[src/rtl/rv_decode_stage.sv]
// Registered RV32I/RV64I decode stage: extracts fields and the sign-extended immediate,
// flags illegal encodings, and buffers results in a main + skid register pair.
module rv_decode_stage #(
  parameter int unsigned XLEN  = 32,
  parameter int unsigned CNT_W = 16
) (
  input  logic             clk,
  input  logic             rst,
  input  logic             flush,
  input  logic             in_valid,
  output logic             in_ready,
  input  logic [31:0]      in_inst,
  input  logic [XLEN-1:0]  in_pc,
  output logic             out_valid,
  input  logic             out_ready,
  output logic [31:0]      out_inst,
  output logic [XLEN-1:0]  out_pc,
  output logic [6:0]       out_opcode,
  output logic [4:0]       out_rd,
  output logic [4:0]       out_rs1,
  output logic [4:0]       out_rs2,
  output logic [2:0]       out_funct3,
  output logic [6:0]       out_funct7,
  output logic [11:0]      out_funct12,
  output logic [XLEN-1:0]  out_imm,
  output logic             out_decode_error,
  output logic [CNT_W-1:0] error_count
);

  localparam bit Rv64 = (XLEN == 64);

  localparam logic [6:0] OpLui     = 7'b0110111;
  localparam logic [6:0] OpAuipc   = 7'b0010111;
  localparam logic [6:0] OpJal     = 7'b1101111;
  localparam logic [6:0] OpJalr    = 7'b1100111;
  localparam logic [6:0] OpBranch  = 7'b1100011;
  localparam logic [6:0] OpLoad    = 7'b0000011;
  localparam logic [6:0] OpStore   = 7'b0100011;
  localparam logic [6:0] OpImm     = 7'b0010011;
  localparam logic [6:0] OpOp      = 7'b0110011;
  localparam logic [6:0] OpMiscMem = 7'b0001111;
  localparam logic [6:0] OpSystem  = 7'b1110011;
  localparam logic [6:0] OpImm32   = 7'b0011011;
  localparam logic [6:0] Op32      = 7'b0111011;

  typedef struct packed {
    logic [31:0]     inst;
    logic [XLEN-1:0] pc;
    logic [XLEN-1:0] imm;
    logic            err;
  } entry_t;

  logic [6:0]       w_opcode;
  logic [2:0]       w_f3;
  logic [31:0]      w_imm32;
  logic             w_err;
  entry_t           w_in_entry;
  logic             w_in_fire;
  logic             w_out_fire;
  logic             w_main_free;

  entry_t           r_main;
  entry_t           r_skid;
  logic             r_main_v;
  logic             r_skid_v;
  logic [CNT_W-1:0] r_err_cnt;

  assign w_opcode = in_inst[6:0];
  assign w_f3     = in_inst[14:12];

  always_comb begin
    w_imm32 = '0;
    w_err   = 1'b0;
    case (w_opcode)
      OpLui, OpAuipc: w_imm32 = {in_inst[31:12], 12'b0};
      OpJal: w_imm32 = {{11{in_inst[31]}}, in_inst[31], in_inst[19:12], in_inst[20],
                        in_inst[30:21], 1'b0};
      OpJalr: begin
        w_imm32 = {{20{in_inst[31]}}, in_inst[31:20]};
        w_err   = (w_f3 != 3'b000);
      end
      OpBranch: begin
        w_imm32 = {{19{in_inst[31]}}, in_inst[31], in_inst[7], in_inst[30:25],
                   in_inst[11:8], 1'b0};
        w_err   = (w_f3 == 3'b010) || (w_f3 == 3'b011);
      end
      OpLoad: begin
        w_imm32 = {{20{in_inst[31]}}, in_inst[31:20]};
        w_err   = (w_f3 == 3'b111) || (!Rv64 && ((w_f3 == 3'b011) || (w_f3 == 3'b110)));
      end
      OpStore: begin
        w_imm32 = {{20{in_inst[31]}}, in_inst[31:25], in_inst[11:7]};
        w_err   = w_f3[2] || (!Rv64 && (w_f3 == 3'b011));
      end
      OpImm: begin
        w_imm32 = {{20{in_inst[31]}}, in_inst[31:20]};
        // RV32 shift amounts are 5 bits; shamt[5] set is reserved
        w_err   = !Rv64 && ((w_f3 == 3'b001) || (w_f3 == 3'b101)) && in_inst[25];
      end
      OpOp: w_imm32 = '0;
      OpMiscMem, OpSystem: w_imm32 = {{20{in_inst[31]}}, in_inst[31:20]};
      OpImm32: begin
        w_imm32 = {{20{in_inst[31]}}, in_inst[31:20]};
        w_err   = !Rv64;
      end
      Op32: w_err = !Rv64;
      default: w_err = 1'b1;
    endcase
    if (in_inst[1:0] != 2'b11) w_err = 1'b1;
  end

  assign w_in_entry = '{inst: in_inst, pc: in_pc, imm: XLEN'($signed(w_imm32)), err: w_err};

  // in_ready is a pure function of the skid flop, so it is registered by construction
  assign in_ready    = !r_skid_v;
  assign w_in_fire   = in_valid && in_ready;
  assign w_out_fire  = r_main_v && out_ready;
  assign w_main_free = !r_main_v || out_ready;

  always_ff @(posedge clk or posedge rst) begin
    if (rst) begin
      r_main   <= '0;
      r_skid   <= '0;
      r_main_v <= 1'b0;
      r_skid_v <= 1'b0;
    end else if (flush) begin
      r_main_v <= 1'b0;
      r_skid_v <= 1'b0;
    end else if (w_main_free) begin
      if (r_skid_v) begin
        r_main   <= r_skid;
        r_main_v <= 1'b1;
        r_skid_v <= 1'b0;
      end else begin
        r_main_v <= w_in_fire;
        if (w_in_fire) r_main <= w_in_entry;
      end
    end else if (w_in_fire) begin
      r_skid   <= w_in_entry;
      r_skid_v <= 1'b1;
    end
  end

  always_ff @(posedge clk or posedge rst) begin
    if (rst) begin
      r_err_cnt <= '0;
    end else if (w_out_fire && r_main.err && (r_err_cnt != '1)) begin
      r_err_cnt <= r_err_cnt + CNT_W'(1);
    end
  end

  assign out_valid        = r_main_v;
  assign out_inst         = r_main.inst;
  assign out_pc           = r_main.pc;
  assign out_opcode       = r_main.inst[6:0];
  assign out_rd           = r_main.inst[11:7];
  assign out_rs1          = r_main.inst[19:15];
  assign out_rs2          = r_main.inst[24:20];
  assign out_funct3       = r_main.inst[14:12];
  assign out_funct7       = r_main.inst[31:25];
  assign out_funct12      = r_main.inst[31:20];
  assign out_imm          = r_main.imm;
  assign out_decode_error = r_main.err;
  assign error_count      = r_err_cnt;

endmodule

[config.mk]
export PLATFORM = sky130hd
export DESIGN_NAME = rv_decode_stage
export DESIGN_NICKNAME = d
export VERILOG_FILES = /design/src/rtl/rv_decode_stage.sv
export SDC_FILE = /design/constraint.sdc
export NUM_CORES = 1
export LEC_CHECK = 0
export CAP_MARGIN = 20
export CORE_ASPECT_RATIO = 0.9
export CORE_MARGIN = 2
export CORE_UTILIZATION = 50
export CTS_CLUSTER_DIAMETER = 150
export CTS_CLUSTER_SIZE = 14
export DETAILED_ROUTE_END_ITERATION = 7
export DONT_BUFFER_PORTS = 1
export PLACE_DENSITY_LB_ADDON = 0.15
export SETUP_SLACK_MARGIN = 0.05
export SYNTH_ARGS = -nofsm -noshare
export SYNTH_HDL_FRONTEND = slang
export SYNTH_SLANG_ARGS = --single-unit
export TNS_END_PERCENT = 30
[constraint.sdc]
create_clock -name clk -period 14.3 [get_ports clk]
set_clock_uncertainty 0.2 [all_clocks]
set_input_delay 2.145 -clock clk [delete_from_list [all_inputs] [get_ports clk]]
set_output_delay 2.145 -clock clk [all_outputs]
set_load 0.01 [all_outputs]
==> results of run 1 <==
worst register-to-register path: stages, from the launching register on:
cell     delay (ns)
dfrtp_4        0.85
nor2_1         0.20
or3_4          0.59
buf_4          0.30
buf_16         0.24
nor2_2         0.44
nand3_1        0.33
o22ai_1        0.25
cells in the mapped netlist (2+ instances only):
| library cell | n |
|---|---|
| o31ai_1 | 2 |
| nor3_1 | 20 |
| mux2i_1 | 65 |
| nand2b_1 | 2 |
| a221o_1 | 4 |
| a211oi_2 | 10 |
| and2_1 | 3 |
| nand3_1 | 11 |
| xnor2_1 | 6 |
| mux2_2 | 2 |
| inv_1 | 12 |
| o2bb2ai_1 | 4 |
| buf_1 | 9 |
| o21ai_0 | 83 |
| dfrtp_1 | 212 |
| o22ai_1 | 7 |
| nor3b_1 | 3 |
| a31oi_1 | 11 |
| a21o_1 | 3 |
| nor2_1 | 64 |
| and3_1 | 10 |
| and4_1 | 2 |
| or3_1 | 3 |
| a32oi_1 | 9 |
| xor2_1 | 7 |
| nand4_1 | 4 |
| a21oi_1 | 34 |
| buf_4 | 44 |
| buf_2 | 12 |
| nor2b_1 | 4 |
| a211oi_1 | 7 |
| a41oi_1 | 2 |
| nand2_1 | 299 |
| and3b_1 | 2 |
| clkbuf_1 | 44 |
how the worst max path moves through the flow:
| stage | endpoint | slack (ns) | depth (start not counted) | start |
|---|---|---|---|---|
| after floorplan | error_count[0]$_DFFE_PP0P_ | 6.16 | 1 | rst |
| after global routing | out_imm[9]$_DFFE_PP0P_ | 9.90 | 7 | out_ready |
| final | out_imm[9]$_DFFE_PP0P_ | 10.11 | 7 | out_ready |
| after detailed placement | out_imm[10]$_DFFE_PP0P_ | 9.27 | 6 | out_ready |
| after CTS | out_imm[5]$_DFFE_PP0P_ | 9.80 | 6 | out_ready |
| after global placement | out_imm[8]$_DFFE_PP0P_ | 9.28 | 6 | out_ready |
layout make-up:
cell class                 count  area share (%)
inverter                      12           0.520
sequential                   212            52.5
clock inverter                 2           0.247
multi-input combinational    706            38.0
clock buffer                  20            4.74
timing repair buffer           9           0.866
tap                          250            3.09
power by group:
part	total (mW)	switching, mW	leakage, nW	internal (mW)
Sequential	0.823	0.115	2.66	0.708
Combinational	0.157	0.0908	1.64	0.0664
Clock	0.456	0.217	0.247	0.239
logic make-up (layout without fill, tap and decap cells):
kind of cell	count (synthesis)	in the layout	share of synthesized area (%)
buf+inv	122	43	6.61
mux	67	67	6.89
flops	212	212	54.3
simple gates	437	437	18.6
fa+ha+maj	1	1	0.128
compound gates	188	188	12.2
xor+xnor	13	13	1.17
layer usage:
metal	vias to the layer above	global-route usage (%)	part of all wire, %
li1	3287	-	-
met1	3357	31.5	44
met2	169	34.9	45
met3	30	7.63	9.4
met4	0	4.57	1.5
met5	-	0	0
cells in the final DEF (no fill, tap or decap), types with 9 or more instances in the layout:
cell type | netlist | layout
nand2_1 | 299 | 299
dfrtp_1 | 212 | 211
o21ai_0 | 83 | 83
mux2i_1 | 65 | 65
nor2_1 | 64 | 64
a21oi_1 | 34 | 34
nor3_1 | 20 | 19
clkbuf_16 | 0 | 19
inv_1 | 12 | 11
a31oi_1 | 11 | 11
nand3_1 | 11 | 10
a211oi_2 | 10 | 10
and3_1 | 10 | 9
a32oi_1 | 9 | 9
sequential cells by signal, indices dropped and copies added, names as in the netlist:
name	count
out_decode_error	1
out_valid	1
out_imm	32
r_skid	97
out_pc	32
out_inst	32
r_skid_v	1
error_count	16
through the flow:
step / hold WS, ns / worst slack, ns
finish: 0.274 / 10.11
floorplan: 0.242 / 6.16
CTS: 0.278 / 9.80
global route: 0.289 / 9.90
detailed placement: 0.262 / 9.27
global placement: 0.256 / 9.28
==> results.cfg, run 1 <==
[outcome]
status = finished, final reports clean

[floorplanning]
chipHeight_um = 137
die_w_um = 151
core-area_um2 = 19200
die_area_um2 = 20700
initial_core_util_pct = 51.0
rows = 48
pin_count = 228

[sta]
clock.fmax_mhz = 239
fin_setup_tns_ns = 0
min_period_over_period_pct = 29.3
worstMarginPinSlew_ns = 1.06
rsz0062_at_grt = false
hold_viol_final = 0
period_needed_ns = 4.19
finalSetupViolCount = 0
slew_headroom_pct = 29.6
drv_slew = 0

[placement]
routabilityCongestion = 0.812
io_buffers = 0
place_hpwl_mm = 14.6
dp_cells = 1188
dpl_cell_area_um2 = 9580

[synthesis]
synth-async-reset-ratio_pct = 100
synth_fp_nets = 1110
yosys.area.top_type_share_pct = 54.3
synthCells = 1040
synth_edf_count = 0
yosysTopAreaCell = dfrtp_1
ys.warnings.count = 0
synth-seq-cells = 212
synthesis.area_um2 = 9760
ys.flop_type = dfrtp_1
ys_seq_area_share_pct = 54.3
synth_area_leaders = dfrtp_1, nand2_1, mux2i_1
synth_cell_types = 59
avgSynthCellArea_um2 = 9.39

[critical_path]
reg2reg_depth = 7
crit_path_start_kind = primary input
slowest_delay_ns = 0.61
crit_buf_inv = 2
end_kind = flop
regToRegEndpoint = out_imm[9]$_DFFE_PP0P_
critPathKind = in -> reg
critPathTopFamily = simple AND/OR/NAND/NOR gates
crit_required_ns = 14.52
crit_arrival_ns = 4.41
regToRegStartpoint = r_skid_v$_DFFE_PP0P_
cp_slowest_cell = or3_4
crit_fanout = 92
critical_path.cell_chain = nor2b_1, or3_4, buf_4, buf_16, nor2_2, nand3_1, o22ai_1
regToRegSetupSlack_ns = 10.82

[global_routing]
antenna_found_initial = 0
grt_pass1_vias = 6734
overflow = 0
grt_max_degree = 136
track_usage_pct = 22.7
grt_pass1_wl_mm = 37.2

[cells_and_area]
fillers = 1771
fin_area_um2 = 10100
drive_gt1_share_pct = 5.72
final-seq-area_um2 = 5310
stdcell_count = 1211
fin_nets = 1030
fin_util_pct = 52.8
area_growth_pct = 3.58
diodes = 0
multiInputGateArea_um2 = 3850

[clock_tree]
cts_htree_levels = 1
clkSlewWorstSetupHoldPaths_ns = 0.06
post_cts_buffers = 0
cts-resized-gates = 0
cts_buffers = 19
cts-root-buf = clkbuf_16
cts_buffer_depth = 3
clock_latency_ns = 0.50
cts_tree = yes
ctsHoldBuffers = 0
cts_sinks = 212

[run]
cap_violations = 0

[min_path]
min_to = r_skid[92]$_DFFE_PP0P_
worstHoldStart = r_skid[92]$_DFFE_PP0P_
hold_depth = 2
hold_class = reg -> reg

[power_and_ir_drop]
peakVddDrop_mv = 0.0835
leakagePower_nw = 4.55
power.total_mw = 1.44
power_density_nw_per_um2 = 142

[detailed_routing]
wl_per_cell_um = 19.2
viasPerCell = 5.65
firstDrtPassIters = 5
routed_wl_mm = 23.2
ant_nets = 0
first_iter_violations = 376
drc = 0
vias = 6843
(Power assumes the default switching activity.)
==> run 2: changes to the inputs <==
==> constraint.sdc (replaced) <==
create_clock -name clk -period 4.2 [get_ports clk]
set_clock_uncertainty 0.2 [all_clocks]
set_input_delay 0.63 -clock clk [delete_from_list [all_inputs] [get_ports clk]]
set_output_delay 0.63 -clock clk [all_outputs]
set_load 0.01 [all_outputs]
==> run 2 against run 1 <==
Power rose to 3.4 times the previous value. Wire length down 0.63%. Via count up 0.39%. Utilization up 0.46 points. Critical path depth down 2. First-iteration DRC count up 3.2%. Count of clock-buffer cells in the layout unchanged. Sequential share of layout area down 0.46 points. Setup slack worse by 8.8 ns. Largest cell class unchanged.
==> results.cfg, run 2 (synthesized netlist as in run 1, its figures left out) <==
[global_routing]
track_usage_pct = 22.4
overflow = 0
grt_pass1_vias = 6660
grt_pass1_wl_mm = 36.6
grt_max_degree = 126
antenna_found_initial = 0

[placement]
io_buffers = 0
dp_cells = 1192
dpl_cell_area_um2 = 9660
preCtsSetupSlack_ns = 1.29
routabilityCongestion = 0.814
place_hpwl_mm = 14.9

[sta]
drv_slew = 0
hold_viol_final = 0
timing.final.ws_setup_ns = 1.27
min_period_over_period_pct = 69.9
worst_hold_slack_ns = 0.0335
fin_setup_tns_ns = 0
clock.fmax_mhz = 341
worstMarginPinSlew_ns = 0.858
slew_headroom_pct = 42.6
finalSetupViolCount = 0
rsz0062_at_grt = false
period_needed_ns = 2.93

[critical_path]
regToRegSetupSlack_ns = 1.27
reg2reg_depth = 5
regToRegEndpoint = out_imm[9]$_DFFE_PP0P_
end_kind = flop
crit_path_start = r_skid_v$_DFFE_PP0P_
crit_arrival_ns = 3.15
crit_path_start_kind = flop
crit_required_ns = 4.41
critPathKind = reg -> reg
crit_fanout = 38
regToRegStartpoint = r_skid_v$_DFFE_PP0P_
crit_path_end = out_imm[9]$_DFFE_PP0P_

[floorplanning]
die_w_um = 151
core-area_um2 = 19200
pin_count = 228
initial_core_util_pct = 51.0
chipHeight_um = 137
die_area_um2 = 20700
rows = 48

[detailed_routing]
wl_per_cell_um = 18.9
drc = 0
vias = 6870
firstDrtPassIters = 5
viasPerCell = 5.65
routed_wl_mm = 23.1
first_iter_violations = 388
ant_nets = 0

[power_and_ir_drop]
p_sw_mw = 1.43
power.total_mw = 4.89
p_int_mw = 3.46
power_density_nw_per_um2 = 479
p_sw_share_pct = 29.2
power_frac_seq_pct = 57.3
leakagePower_nw = 4.59
clkPwrFrac_pct = 31.6
peakVddDrop_mv = 0.249
p_comb_share_pct = 11.1

[cells_and_area]
area_growth_pct = 4.49
fin_util_pct = 53.2
fillers = 1719
fin_nets = 1036
drive_gt1_share_pct = 6.10
mostFrequentLayoutCells = nand2_1, dfrtp_1, o21ai_0
fin_area_um2 = 10200
top_register = r_skid
stdcell_count = 1217
largest_reg_flops = 97
final_common_cell = nand2_1
diodes = 0

[clock_tree]
cts-resized-gates = 0
post_cts_buffers = 0
cts_sinks = 212
cts_buffers = 19
clock_latency_ns = 0.49
clkSlewWorstSetupHoldPaths_ns = 0.06
cts_tree = yes
cts_htree_levels = 1
cts-root-buf = clkbuf_16
cts_buffer_depth = 3

[min_path]
hold_class = in -> reg
worstHoldStart = in_inst[16]

[run]
cap_violations = 0

[outcome]
status = finished, final reports clean
run 2: critical path: stages (launching register included):
cell and delay [ns]:
dfrtp_4 0.84, nor2_1 0.20, or3_4 0.55, nor2_2 0.49
nand3_1 0.34, o22ai_1 0.24
run 2: worst min-delay path by stage:
stage | to | depth (start not counted)
after detailed placement | r_skid[81]$_DFFE_PP0P_ | 2
after CTS | r_skid[81]$_DFFE_PP0P_ | 2
after global routing | r_skid[70]$_DFFE_PP0P_ | 2
after global placement | r_skid[58]$_DFFE_PP0P_ | 2
final | r_skid[81]$_DFFE_PP0P_ | 2
after floorplan | r_skid[12]$_DFFE_PP0P_ | 2
run 2: layout make-up:
type | count | area [µm²] | share of cell area [%]
clock buffer | 20 | 479 | 4.70
inverter | 12 | 48.8 | 0.478
timing repair buffer | 15 | 180 | 1.77
sequential | 212 | 5310 | 52.0
tap | 250 | 313 | 3.07
clock inverter | 2 | 25.0 | 0.245
multi-input combinational | 706 | 3850 | 37.7
run 2: power by group through the flow:
stage	Sequential, mW	Clock [mW]	Combinational, mW
after floorplan	2.71	0	0.590
after global placement	2.83	0	0.527
after detailed placement	2.84	0	0.547
after CTS	2.80	1.60	0.549
after global routing	2.86	1.67	0.643
final	2.80	1.54	0.543
run 2: routing by layer:
layer	up-vias	part of all wire [%]	global-route usage, %	wire [µm]
met2	216	45	34.6	10300
met5	-	0	0	0
met1	3316	44	31.0	10100
met3	28	9.7	7.37	2240
met4	0	1.6	4.72	368
li1	3310	-	-	-
run 2: timing repair:
item	CTS	global route
endpoints found under the hold margin	2	5
endpoints found under the setup margin	0	0
hold buffers	1	1
==> run 3: changes to the inputs <==
==> constraint.sdc (replaced) <==
create_clock -name clk -period 2.61 [get_ports clk]
set_clock_uncertainty 0.2 [all_clocks]
set_input_delay 0.3915 -clock clk [delete_from_list [all_inputs] [get_ports clk]]
set_output_delay 0.3915 -clock clk [all_outputs]
set_load 0.01 [all_outputs]
==> run 3 against run 2 <==
Count of clock-buffer cells in the layout unchanged. Utilization increased by 3.9 points. Register-to-register slack got worse by 0.76 ns. Wire length increased by 5.4%. Setup slack got worse by 0.84 ns. Critical path depth decreased by 2. Clock power increased by 62%. Global-route usage increased by 1.3 points. Die area unchanged. First-iteration DRC count increased by 7.2%. Combinational power increased by 86%. Critical endpoint is now in_ready. Highest routed layer unchanged.
==> results.cfg, run 3 (synthesized netlist as in run 1, its figures left out) <==
[outcome]
status = finished, final reports clean

[clock_tree]
cts-root-buf = clkbuf_16
cts_tree = yes
clkSlewWorstSetupHoldPaths_ns = 0.07
cts_buffer_depth = 3
cts_buffers = 19
cts-resized-gates = 0
cts_sinks = 212
clock_latency_ns = 0.50
cts_htree_levels = 1

[cells_and_area]
largest_reg_flops = 97
fin_nets = 1112
drive_gt1_share_pct = 6.52
final_common_cell = nand2_1
top_register = r_skid
area_growth_pct = 12.2
mostFrequentLayoutCells = nand2_1, dfrtp_1, o21ai_0
fillers = 1695

[critical_path]
end_kind = primary output
regToRegStartpoint = out_valid$_DFFE_PP0N_
crit_fanout = 21
crit_arrival_ns = 1.59
crit_path_start_kind = flop
regToRegSetupSlack_ns = 0.51
regToRegEndpoint = r_skid[4]$_DFFE_PP0P_
reg2reg_depth = 5
crit_required_ns = 2.02
critPathKind = reg -> out

[power_and_ir_drop]
peakVddDrop_mv = 0.444
leakagePower_nw = 4.92
power_density_nw_per_um2 = 731

[floorplanning]
core-area_um2 = 19200
die_w_um = 151
die_area_um2 = 20700
chipHeight_um = 137
initial_core_util_pct = 51.0
pin_count = 228
rows = 48

[min_path]
hold_class = in -> reg
worstHoldStart = in_inst[8]
hold_depth = 3
min_to = r_skid[2]$_DFFE_PP0P_

[placement]
place_hpwl_mm = 15.5
preCtsSetupSlack_ns = 0.414
io_buffers = 0
routabilityCongestion = 0.790

[global_routing]
grt_pass1_vias = 6958
track_usage_pct = 23.7
grt_max_degree = 106
grt_pass1_wl_mm = 38.4
antenna_found_initial = 0
overflow = 0

[detailed_routing]
first_iter_violations = 416
vias = 7103
viasPerCell = 5.49
firstDrtPassIters = 5
routed_wl_mm = 24.3
wl_per_cell_um = 18.8
ant_nets = 0
drc = 0

[sta]
rsz0062_at_grt = false
hold_viol_final = 0
drv_slew = 0
clock.fmax_mhz = 458
worstMarginPinSlew_ns = 0.847
fin_setup_tns_ns = 0
min_period_over_period_pct = 83.7
period_needed_ns = 2.19
finalSetupViolCount = 0
slew_headroom_pct = 43.3
timing.final.ws_setup_ns = 0.424

[run]
cap_violations = 0
-- run 3: changes by cell type in the layout (fill, tap and decap cells not counted), sizes merged --
cell / before / now
diode: 0 / 1
dlygate4sd3: 2 / 69
buf: 13 / 22
-- run 3: area by class of cell --
class	count	area [µm²]	share of cell area (%)
inverter	12	48.8	0.445
clock buffer	20	479	4.37
antenna	1	2.50	0.0228
multi-input combinational	706	3850	35.1
clock inverter	2	25.0	0.228
sequential	212	5310	48.5
tap	250	313	2.86
timing repair buffer	91	931	8.50
-- run 3: where the power goes --
group          leakage [nW]  switching, mW  internal, mW
clock                 0.247           1.19          1.31
sequential             2.66          0.624          3.88
combinational          2.01          0.557         0.449
-- run 3: worst max-delay path by stage --
stage	start	endpoint	slack [ns]
after floorplan	rst	error_count[0]$_DFFE_PP0P_	-0.74
after global placement	in_inst[5]	out_imm[30]$_DFFE_PP0P_	0.44
after detailed placement	in_inst[5]	out_imm[30]$_DFFE_PP0P_	0.41
after CTS	r_skid_v$_DFFE_PP0P_	in_ready	0.40
after global routing	r_skid_v$_DFFE_PP0P_	in_ready	0.34
final	r_skid_v$_DFFE_PP0P_	in_ready	0.42
-- run 3: metrics by stage --
step,cell area [µm²],power [mW],hold slack (ns),cells,util (%)
floorplan,9770,5.31,0.242,1040,-
global placement,9760,5.42,0.256,1202,50.9
detailed placement,9760,5.47,0.254,1202,50.9
CTS,11000,8.11,0.00958,1293,57.2
global route,11000,8.46,0.0429,1293,57.2
finish,11000,8.01,0.0232,1294,57.2
-- run 3: what timing repair did --
item	CTS	global route
setup buffers	0	0
hold buffers	69	0
endpoints found under the hold margin	402	0
-- run 3: metal layers --
layer,GRT usage (%),vias up,part of all wire [%]
li1,-,3452,-
met1,32.5,3413,44
met2,37.4,199,46
met3,5.93,39,7.4
met4,7.17,0,2.5
met5,0,-,0
-- run 3: worst max-delay path: stages, from the launching register on --
cell	delay, ns
dfrtp_4	0.49
buf_4	0.22
inv_1	0.10
buf_4	0.27
==> RTL edit: new RTL, settings of run 3 <==
Reset style: synchronous (`rst`), changed in 2 clocked blocks.
--- a/src/rtl/rv_decode_stage.sv
+++ b/src/rtl/rv_decode_stage.sv
@@ -119,3 +119,3 @@
 
-  always_ff @(posedge clk or posedge rst) begin
+  always_ff @(posedge clk) begin
     if (rst) begin
@@ -143,3 +143,3 @@
 
-  always_ff @(posedge clk or posedge rst) begin
+  always_ff @(posedge clk) begin
     if (rst) begin
Formal check against the unedited RTL: not equivalent (a bounded check fails within 4 cycles, from zero or initial values and one cycle with rst high; the reset may be asserted at any time).
==> RTL edit against run 3 <==
Sequential cell count unchanged. Cell area increased by 4.4%. Utilization increased by 5.1 points. Area after synthesis decreased by 4.4%. Critical path depth increased by 3. Final cell count increased by 8.2%. Via count increased by 11%. First-iteration DRC count increased by 55%. Worst setup slack got worse by 250 ps. Maximum frequency decreased by 10%. Wire length increased by 5.6%. Power decreased by 19%. Largest cell class is now multi-input gates. Largest power group unchanged.
==> RTL edit: results (changes against run 3) <==
----------------------------------------------------
[Status]
  Status ... complete, no violations

[Critical path]
  Slowest cell delay on critical path ... 550 ps (+60 ps)
  R2R setup slack ... 170 ps (-340 ps)
  Standard cell with the maximum stage delay on the critical path ... sky130_fd_sc_hd__dlygate4sd3_1
  WP data arrival ... 2610 ps (+1020 ps)
  Cell count of the worst reg-to-reg path ... 6 (+1)
  Largest fanout on the critical path ... 7 (-67%)
  Largest delay contributor family on the critical path ... simple AND/OR/NAND/NOR gates
  RR Endpoint ... error_count[8]

[Global route]
  Largest net degree at the start of global routing ... 110 (+3.8%)
  Global-route wire length before repair ... 40,900 microns (+6.5%)
  GRT Resource Usage Total ... 25.1% (+1.4 points)
  Number of global-route vias before repair ... 7,680 (+10%)

[Place]
  Global placement routability congestion ... 0.831 (+5.3%)
  Cell Area, Placed ... 9160 sq um (-6.2%)
  HPWL after detailed placement ... 14,400 microns (-7.3%)

[Power]
  Static power due to leakage ... 4.00 nW (-19%)
  Worst vdd rail ir drop ... 0.000478 V (+7.6%)

[STA]
  Transition time of the tightest slew-check pin ... 727 ps (-120 ps)
  Worst hold margin ... 34.1 ps (+10.9 ps)

[Logic synthesis]
  FFs w/ async S/R, synth ... 0% (-100 points)
  Net count after synthesis ... 1,148 (+3.4%)
  Sequential area share after synthesis ... 45.5% (-8.8 points)
  Most instantiated cells after synthesis ... sky130_fd_sc_hd__dfxtp_1, sky130_fd_sc_hd__nand2_1, sky130_fd_sc_hd__nor2_1, sky130_fd_sc_hd__a21oi_1, sky130_fd_sc_hd__clkbuf_1
  Top cells by area in the synthesized netlist ... sky130_fd_sc_hd__dfxtp_1, sky130_fd_sc_hd__nand2_1, sky130_fd_sc_hd__mux2i_1, sky130_fd_sc_hd__a211oi_1, sky130_fd_sc_hd__nor2_1

[Layout]
  Diode count ... 0 (-1)
  Share of layout cells above drive strength 1 ... 7.71% (+1.2 points)
  Total number of nets in the final design ... 1,225 (+10%)

[Route]
  Post-DR vias/cell ... 5.66 (+3.0%)
  Iteration-0 DRC count of the detailed router ... 645 (+55%)
  Routed wire length per instance ... 18.3 microns (-2.4%)

[Worst hold path]
  Hold Startpoint ... in_inst[6]

----------------------------------------------------
-- RTL edit: final cells by class --
class,instances,area (sq um),share of cell area (%)
inverters,4,15.0,0.131
clock buffers,20,479,4.19
flip-flops and latches,212,4250,37.2
repair buffers,191,1950,17.0
clock inverters,1,16.3,0.142
multi-input cells,727,4420,38.6
well taps,245,307,2.68
-- RTL edit: where the power goes --
group / internal (mW) / total [mW] / leakage [nW] / switching (mW)
registers: 3.34 / 3.50 / 1.73 / 0.159
logic: 0.271 / 0.548 / 2.03 / 0.277
clock network: 1.30 / 2.47 / 0.242 / 1.16
-- RTL edit: worst min-delay path: stages --
cell and delay (ps):
sky130_fd_sc_hd__o32ai_1 100, sky130_fd_sc_hd__nand4_1 100, sky130_fd_sc_hd__a21oi_1 60
-- RTL edit: timing repair --
item | in CTS | in global routing
hold buffers | 170 | 0
setup endpoints to repair | 0 | 64
buffers inserted | 0 | 1
gates resized for setup | 0 | 15
hold endpoints to repair | 212 | 0
-- RTL edit: kinds of logic (layout without fill, tap and decap cells) --
kind of cell	Yosys count	count (layout)	share of synthesized area, %
compound gates	252	252	19.9
xor+xnor	15	15	1.41
fa+ha+maj	1	1	0.134
flops	212	212	45.5
simple gates	396	396	18.5
mux	63	63	6.76
buf+inv	139	216	7.74
-- RTL edit: how the worst max path moves through the flow --
stage / from / endpoint / slack [ps] / depth (start not counted)
floorplan: error_count[0] / error_count[3] / 420 / 7
global placement: in_inst[6] / out_imm[19] / 430 / 5
detailed placement: in_inst[6] / out_imm[14] / 380 / 5
CTS: error_count[0] / error_count[9] / 60 / 7
global route: error_count[0] / error_count[3] / 40 / 8
finish: error_count[6] / error_count[8] / 170 / 6
-- RTL edit: per-layer routing --
layer	vias up	track usage (%)	wire (microns)
met4	0	5.13	387
met2	216	40.2	11600
met1	3763	34.5	11700
met5	-	0	0
li1	3912	-	-
met3	27	6.54	1970
-- RTL edit: through the flow --
| stage | util [%] | cells |
|---|---|---|
| global route | 62.3 | 1400 |
| finish | 62.3 | 1400 |
| global placement | 49.9 | 1208 |
| detailed placement | 49.9 | 1208 |
| floorplan | - | 1078 |
| CTS | 62.0 | 1399 |
